[config.mk]
export PLATFORM = sky130hd
export DESIGN_NAME = pc_ctrl_flat
export DESIGN_NICKNAME = d
export VERILOG_FILES = /design/src/rtl/pc_ctrl_if.sv /design/src/rtl/pc_ctrl.sv /design/src/flat_wrapper.sv
export SDC_FILE = /design/constraint.sdc
export NUM_CORES = 1
export LEC_CHECK = 0
export BUFFER_PORTS_ARGS = -buffer_cell sky130_fd_sc_hd__buf_4
export CAP_MARGIN = 40
export CORE_MARGIN = 2
export CORE_UTILIZATION = 50
export DETAILED_ROUTE_END_ITERATION = 16
export PLACE_DENSITY_LB_ADDON = 0.3
export SYNTH_ARGS = -nofsm -noshare
export SYNTH_HDL_FRONTEND = slang
export SYNTH_SLANG_ARGS = --single-unit
[constraint.sdc]
create_clock -name clk -period 1.9 [get_ports clk]
set_clock_uncertainty 0.1 [all_clocks]
set_input_delay 0.38 -clock clk [delete_from_list [all_inputs] [get_ports clk]]
set_output_delay 0.38 -clock clk [all_outputs]
set_load 0.03 [all_outputs]
[src/rtl/pc_ctrl_if.sv]
// Instruction-fetch / PC-select bundle between instruction memory, flags,
// register file index and the pc block.
interface pc_ctrl_if;
  logic [15:0] ins_in;
  logic        ins_valid_in;
  logic        n_in;
  logic        z_in;
  logic        fetch_req_out;
  logic [1:0]  ps_out;
  logic [2:0]  ra_sel_out;
  logic [15:0] ir_out;
  logic        halt_out;
  logic        err_out;

  // master: the sequencer; slave: memory / ALU / pc side
  modport master (
    input  ins_in, ins_valid_in, n_in, z_in,
    output fetch_req_out, ps_out, ra_sel_out, ir_out, halt_out, err_out
  );
  modport slave (
    output ins_in, ins_valid_in, n_in, z_in,
    input  fetch_req_out, ps_out, ra_sel_out, ir_out, halt_out, err_out
  );
endinterface

[src/rtl/pc_ctrl.sv]
// Fetch/decode/execute sequencer producing one registered PC-select pulse
// per instruction, with a sticky fetch-timeout halt.
module pc_ctrl #(
  parameter logic [3:0]  OPC_BR    = 4'hC,
  parameter logic [3:0]  OPC_JR    = 4'hD,
  parameter logic [3:0]  OPC_HLT   = 4'hF,
  parameter int unsigned FETCH_TMO = 16
) (
  input  logic        clk,
  input  logic        rst_n,
  pc_ctrl_if.master   bus
);
  localparam logic [1:0] PS_HOLD = 2'b00;
  localparam logic [1:0] PS_INC  = 2'b01;
  localparam logic [1:0] PS_BR   = 2'b10;
  localparam logic [1:0] PS_LD   = 2'b11;
  localparam logic [7:0] CNT_LAST = 8'(FETCH_TMO - 1);

  typedef enum logic [1:0] {S_FETCH, S_DECODE, S_EXEC, S_HALT} state_t;

  state_t      state;
  logic [7:0]  cnt;
  logic [15:0] ir;
  logic [1:0]  ps;
  logic [2:0]  ra_sel;
  logic        fetch_req, halt, err;

  // cond bits ir[11:9] = n,z,p; an all-zero cond never branches
  function automatic logic [1:0] ps_decode(input logic [15:0] i, input logic n, input logic z);
    logic taken;
    taken = (i[11] & n) | (i[10] & z) | (i[9] & ~n & ~z);
    if (i[15:12] == OPC_BR)       ps_decode = taken ? PS_BR : PS_INC;
    else if (i[15:12] == OPC_JR)  ps_decode = PS_LD;
    else if (i[15:12] == OPC_HLT) ps_decode = PS_HOLD;
    else                          ps_decode = PS_INC;
  endfunction

  always_ff @(posedge clk or negedge rst_n) begin
    if (!rst_n) begin
      state     <= S_FETCH;
      cnt       <= '0;
      ir        <= '0;
      ps        <= PS_HOLD;
      ra_sel    <= '0;
      fetch_req <= 1'b1;
      halt      <= 1'b0;
      err       <= 1'b0;
    end else begin
      case (state)
        S_FETCH: begin
          if (bus.ins_valid_in) begin
            ir        <= bus.ins_in;
            ra_sel    <= bus.ins_in[5:3];
            cnt       <= '0;
            fetch_req <= 1'b0;
            state     <= S_DECODE;
          end else if (cnt == CNT_LAST) begin
            err       <= 1'b1;
            halt      <= 1'b1;
            fetch_req <= 1'b0;
            state     <= S_HALT;
          end else begin
            cnt <= cnt + 8'd1;
          end
        end
        S_DECODE: begin
          ps    <= ps_decode(ir, bus.n_in, bus.z_in);
          state <= S_EXEC;
        end
        S_EXEC: begin
          // pc consumes ps on this edge; drop it so it is a single-cycle pulse
          ps <= PS_HOLD;
          if (ir[15:12] == OPC_HLT) begin
            halt  <= 1'b1;
            state <= S_HALT;
          end else begin
            fetch_req <= 1'b1;
            state     <= S_FETCH;
          end
        end
        S_HALT:  ;
        default: state <= S_FETCH;
      endcase
    end
  end

  assign bus.fetch_req_out = fetch_req;
  assign bus.ps_out        = ps;
  assign bus.ra_sel_out    = ra_sel;
  assign bus.ir_out        = ir;
  assign bus.halt_out      = halt;
  assign bus.err_out       = err;
endmodule
[src/flat_wrapper.sv]
// flat-port wrapper written by rule: the top's interface ports become plain ports
module pc_ctrl_flat 
#(
  parameter logic [3:0]  OPC_BR    = 4'hC,
  parameter logic [3:0]  OPC_JR    = 4'hD,
  parameter logic [3:0]  OPC_HLT   = 4'hF,
  parameter int unsigned FETCH_TMO = 16
)
  (clk, rst_n, bus_ins_in, bus_ins_valid_in, bus_n_in, bus_z_in, bus_fetch_req_out, bus_ps_out, bus_ra_sel_out, bus_ir_out, bus_halt_out, bus_err_out);
  pc_ctrl_if bus_i ();
  input  logic clk;
  input  logic rst_n;
  input wire logic [$bits(bus_i.ins_in)-1:0] bus_ins_in;
  input wire logic [$bits(bus_i.ins_valid_in)-1:0] bus_ins_valid_in;
  input wire logic [$bits(bus_i.n_in)-1:0] bus_n_in;
  input wire logic [$bits(bus_i.z_in)-1:0] bus_z_in;
  output wire logic [$bits(bus_i.fetch_req_out)-1:0] bus_fetch_req_out;
  output wire logic [$bits(bus_i.ps_out)-1:0] bus_ps_out;
  output wire logic [$bits(bus_i.ra_sel_out)-1:0] bus_ra_sel_out;
  output wire logic [$bits(bus_i.ir_out)-1:0] bus_ir_out;
  output wire logic [$bits(bus_i.halt_out)-1:0] bus_halt_out;
  output wire logic [$bits(bus_i.err_out)-1:0] bus_err_out;
  assign bus_i.ins_in = bus_ins_in;
  assign bus_i.ins_valid_in = bus_ins_valid_in;
  assign bus_i.n_in = bus_n_in;
  assign bus_i.z_in = bus_z_in;
  assign bus_fetch_req_out = bus_i.fetch_req_out;
  assign bus_ps_out = bus_i.ps_out;
  assign bus_ra_sel_out = bus_i.ra_sel_out;
  assign bus_ir_out = bus_i.ir_out;
  assign bus_halt_out = bus_i.halt_out;
  assign bus_err_out = bus_i.err_out;
  pc_ctrl #(.OPC_BR(OPC_BR), .OPC_JR(OPC_JR), .OPC_HLT(OPC_HLT), .FETCH_TMO(FETCH_TMO)) u_core (.clk(clk), .rst_n(rst_n), .bus(bus_i));
endmodule
### After elaboration in Yosys (flattened, before gate mapping)

Index checks and enable logic that the tools add are counted.

| cells by class | value |
|---|---|
| eq/ne operators | 12 |
| bitwise logic cells | 9 |
| $add $sub $neg | 1 |
| mux-type cells | 19 |
| reductions and logical operators | 10 |

Operators with widths:

| kind | count |
|---|---|
| 2-to-1 mux 8 bit | 2 |
| == test 4 bit (second input constant) | 3 |
| 2-to-1 mux 2 bit | 6 |
| adder 8 x 1 -> 8 bit (second input constant) | 1 |
| == test 8 x 4 -> 1 bit (second input constant) | 1 |
| 2-to-1 mux 1 bit | 7 |
| inequality test 2 bit (second input constant) | 3 |
| case mux 2 bit (3 select lines) | 1 |
| AND reduction 2 bit | 3 |
| AND reduction 3 bit | 2 |
| AND 1 bit | 4 |
| inequality test 2 x 1 -> 1 bit (second input constant) | 2 |
| case mux 1 bit (2 select lines) | 2 |
| case mux 2 bit (2 select lines) | 1 |
| AND reduction 4 bit | 1 |
| nonzero test 2 bit | 2 |
| inequality test 3 x 2 -> 1 bit (second input constant) | 1 |
| NOT 1 bit | 3 |
| nonzero test 3 bit | 1 |
| == test 2 x 1 -> 1 bit (second input constant) | 1 |
| == test 2 bit (second input constant) | 1 |
| zero test 2 bit | 1 |
| bitwise OR 1 bit | 2 |

| storage, ports and cells | value |
|---|---|
| register bits | 34 |
| input bits | 21 |
| word-level logic and storage cells | 59 |
| output and inout port bits | 24 |

### Logic depth before layout (Yosys ltp)

| logic depth | value |
|---|---|
| depth in word-level cells | 7 |
| depth in mapped cells | 6 |
| mapped depth without buffers | 6 |

### Worst setup path after synthesis

Ideal clock, no wire load.

| timing path | value |
|---|---|
| kind | reg2reg |
| from | register u_core.state[0] |
| to | register u_core.ir[10] (netlist: u_core.bus.ir_out[10]) |
| arrival time | 1.491 ns |
| path slack | 0.184 ns |
| setup time | 0.125 ns |
| buffers on the path | 1 |
| cell stages (with the launch flop) | 6 |
| required time | 1.675 ns |
| cell sequence | dfrtp_1 inv_1 ha_1 nand2_1 buf_2 mux2_2 |

| on the way | value |
|---|---|
| word-level cells in the longest chain between the ends | 2 |

Ends and longest elaborated chain:

| element | line | RTL |
|---|---|---|
| start, declared | pc_ctrl.sv:21 | `state_t state;` |
| start signal, assigned | pc_ctrl.sv:40 | `state <= S_FETCH;` |
| start signal, assigned | pc_ctrl.sv:56 | `state <= S_DECODE;` |
| start signal, assigned | pc_ctrl.sv:61 | `state <= S_HALT;` |
| zero test 2 bit | pc_ctrl.sv:49 | `case (state)` |
| AND reduction 2 bit (no line) | n/a |  |
| end signal, assigned | pc_ctrl.sv:52 | `ir <= bus.ins_in;` |
| end, declared | pc_ctrl.sv:23 | `logic [15:0] ir;` |

Every way passes these cells.
A chain may end at the register's enable or synchronous reset.

### Worst setup path in the final report

| timing path | value |
|---|---|
| from | register u_core.cnt[4] |
| to | register u_core.state[1] |

| on the way | value |
|---|---|
| word-level cells in the longest chain between the ends | 3 |

Ends and longest elaborated chain:

| element | line | RTL |
|---|---|---|
| start, declared | pc_ctrl.sv:22 | `logic [7:0] cnt;` |
| start signal, assigned | pc_ctrl.sv:63 | `cnt <= cnt + 8'd1;` |
| == test 8 x 4 -> 1 bit | pc_ctrl.sv:57 | `end else if (cnt == CNT_LAST) begin` |
| inequality test 3 x 2 -> 1 bit (no line) | n/a |  |
| AND reduction 2 bit (no line) | n/a |  |
| end signal, assigned | pc_ctrl.sv:56 |  |
| end signal, assigned | pc_ctrl.sv:61 |  |
| end signal, assigned | pc_ctrl.sv:68 | `state <= S_EXEC;` |

Every way passes these cells.

==> reports/results.tsv <==
metric	value	unit
Worst EP required	2060	ps
status	complete, but fails checks	
Util after Layout	69.2	%
Die Ht	58.7	um
cts bufs inserted	5	
met1 WL	1220	um
crit path max fanout	9	
fin worst setup slack	130	ps
Fmax	565	MHz
Startpoint Class	register	
Unique masters post-synth	39	
Clock Sinks	31	
DR WL met2	1360	um
Slew Viols, Final	0	
leak pwr	0.918	nW
hpwl dp	2150	um
initial antenna violation count	0	
Syn Nets	149	
Arr. time, crit path	1930	ps
post-route clock period utilization	93.2	%
total negative slack	0	ps
Congestion Overflow GR	0	
biggest area consumer among synthesized cells	dfrtp_1	
final wirelength	2840	um
# port buffers	44	
layout cells sized above 1	46.2	%
synth top area cells	dfrtp_1 50%, mux2_2 14%, ha_1 4.2%, a22o_1 2.3%, nand2_1 2.3%	
Post-CTS Setup Inserts	0	
effective utilization at floorplan	53.3	%
vias in the first global route	1105	
Post-synth EDFFs	0	
final count of negative-setup-slack endpoints	0	
worst slack at placement	193	ps
worst vdd ir	1130	uV
Hold Fails Final Rpt	0	
DRT antenna net count	0	
WL per Instance	13.9	um
Vias/cell	5.42	
RSZ-0062 raised after global routing	false	
Worst-path clk slew	100	ps
IO Pins	45	
root buffer cell	clkbuf_4	
Max transition margin	72.4	%
pin count of the biggest net entering global routing	32	
drc violations	2	
drt pass-1 iters	12	
Die W	58.7	um
Max Used Layer	met4	
vias	1106	
post-synth top area share	50.3	%
PwrDens	1800	nW/um2
Tot GR Track Use	19.6	%
fraction of registers with async set/reset	100	%
crit path kind	reg2reg	
Layout area overhead	30.0	%
H-tree levels	2	
actual slew at the worst max-slew pin	410	ps
ys flop type	dfrtp_1	
# Max-Cap Violations	0	
sequential cell area fraction in the yosys report	52.0	%
Synth top cells by count	30 x dfrtp_1, 19 x mux2_2, 9 x nand2_1	
Core Rows	19	
Hold Crit Class	in2reg	
post-synthesis area per instance	12.1	um2
failing checks	DRC	
Met3 Routed Length	204	um
CTS tree	built	
Die Area	3440	um2
most frequent cell after synthesis	dfrtp_1	
Seq cells post-synth	31	
gpl congestion	0.859	
initial drt markers	25	
Post-Synthesis Cells	123	
CP Capture Type	register	
CTS max path bufs	2	
core area	2810	um2
Synth Warn #	0	
post-synthesis instance area	1490	um2
worst skew pair latency	340	ps
global-route wire length before repair	4840	um
fin crit period	1770	ps
Inserted Diodes	0	
net count reported at finish	198	
what timing repair did:
action	4_1_cts	5_1_grt
gates resized for setup	0	1
hold buffers	1	0
setup endpoints to repair	0	1
hold endpoints to repair	30	0
layout by cell type (no fill, tap or decap), drive strengths merged, types with 2 or more instances in the layout:
master  instances
nor2            4
a21oi           4
nand2           9
clkbuf          6
mux2           19
and3            2
dfrtp          30
a21o            2
o21ai           7
nand3           3
a22o            4
buf            46
ha              5
xnor2           2
o31ai           2
inv             5
nand2b          2
nor4            3
metal layers:
| metal | GRT usage (%) | vias up |
|---|---|---|
| met2 | 29.1 | 34 |
| met1 | 24.1 | 520 |
| met3 | 10.1 | 6 |
| li1 | - | 546 |
| met5 | 0 | - |
| met4 | 8.44 | 0 |
flip-flops by register name, summed over array words and instances (netlist names):
register                  flops
u_core.bus.fetch_req_out      1
u_core.bus.ra_sel_out         2
u_core.bus.halt_out           1
u_core.bus.err_out            1
u_core.bus.ir_out            14
u_core.state                  2
u_core.cnt                    8
u_core.bus.ps_out             2
per-stage QoR:
step | area (um2) | power, W | instances | hold slack (ps)
floorplan | 1490 | 0.00243 | 123 | -15.6
global placement | 1840 | 0.00292 | 195 | 231
detailed placement | 1840 | 0.00299 | 195 | 233
CTS | 1940 | 0.00353 | 204 | 151
global route | 1940 | 0.00374 | 204 | 127
finish | 1940 | 0.00350 | 204 | 166
path summary, 6_finish.rpt:
path | start | end | slack, ps | depth (start not counted)
min | bus_ins_in[2] | u_core.bus.ir_out[2]$_DFFE_PN0P_ | 170 | 2
min in group asynchronous | rst_n | u_core.cnt[5]$_DFFE_PN0P_ | 390 | 2
max in group asynchronous | rst_n | u_core.bus.fetch_req_out$_DFFE_PN1P_ | 980 | 2
max | u_core.cnt[4]$_DFFE_PN0P_ | u_core.state[1]$_DFFE_PN0P_ | 130 | 4
max reg2reg | u_core.cnt[4]$_DFFE_PN0P_ | u_core.state[1]$_DFFE_PN0P_ | 130 | 4
min reg2reg | u_core.bus.halt_out$_DFFE_PN0P_ | u_core.bus.halt_out$_DFFE_PN0P_ | 370 | 1
kinds of logic (layout without fill, tap and decap cells):
logic type	count (synthesis)	after routing	synth area share (%)
xor+xnor	2	2	1.17
simple gates	29	29	10.6
fa+ha+maj	5	5	4.19
buf+inv	10	60	3.85
mux	20	20	15.0
flops	31	31	52.0
compound gates	26	26	13.1
worst max-delay path, stage by stage, from the launching register on:
cell,delay [ps]
dfrtp_1,500
nor4_2,450
a21oi_2,210
nor2_1,210
mux2i_1,210
final cells by class:
class                      count  area, um2
sequential                    31        777
clock inverter                 2       35.0
inverter                       5       18.8
multi-input combinational     82        666
tap                           31       38.8
fill                         208        863
timing repair buffer          47        355
clock buffer                   6       51.3
report_power, final:
group	internal (W)	leakage [nW]	switching, W
clock network	0.000311	0.0482	0.000223
registers	0.000941	0.371	0.000236
logic	0.000796	0.499	0.000993
Power figures use the tool's default switching activity.
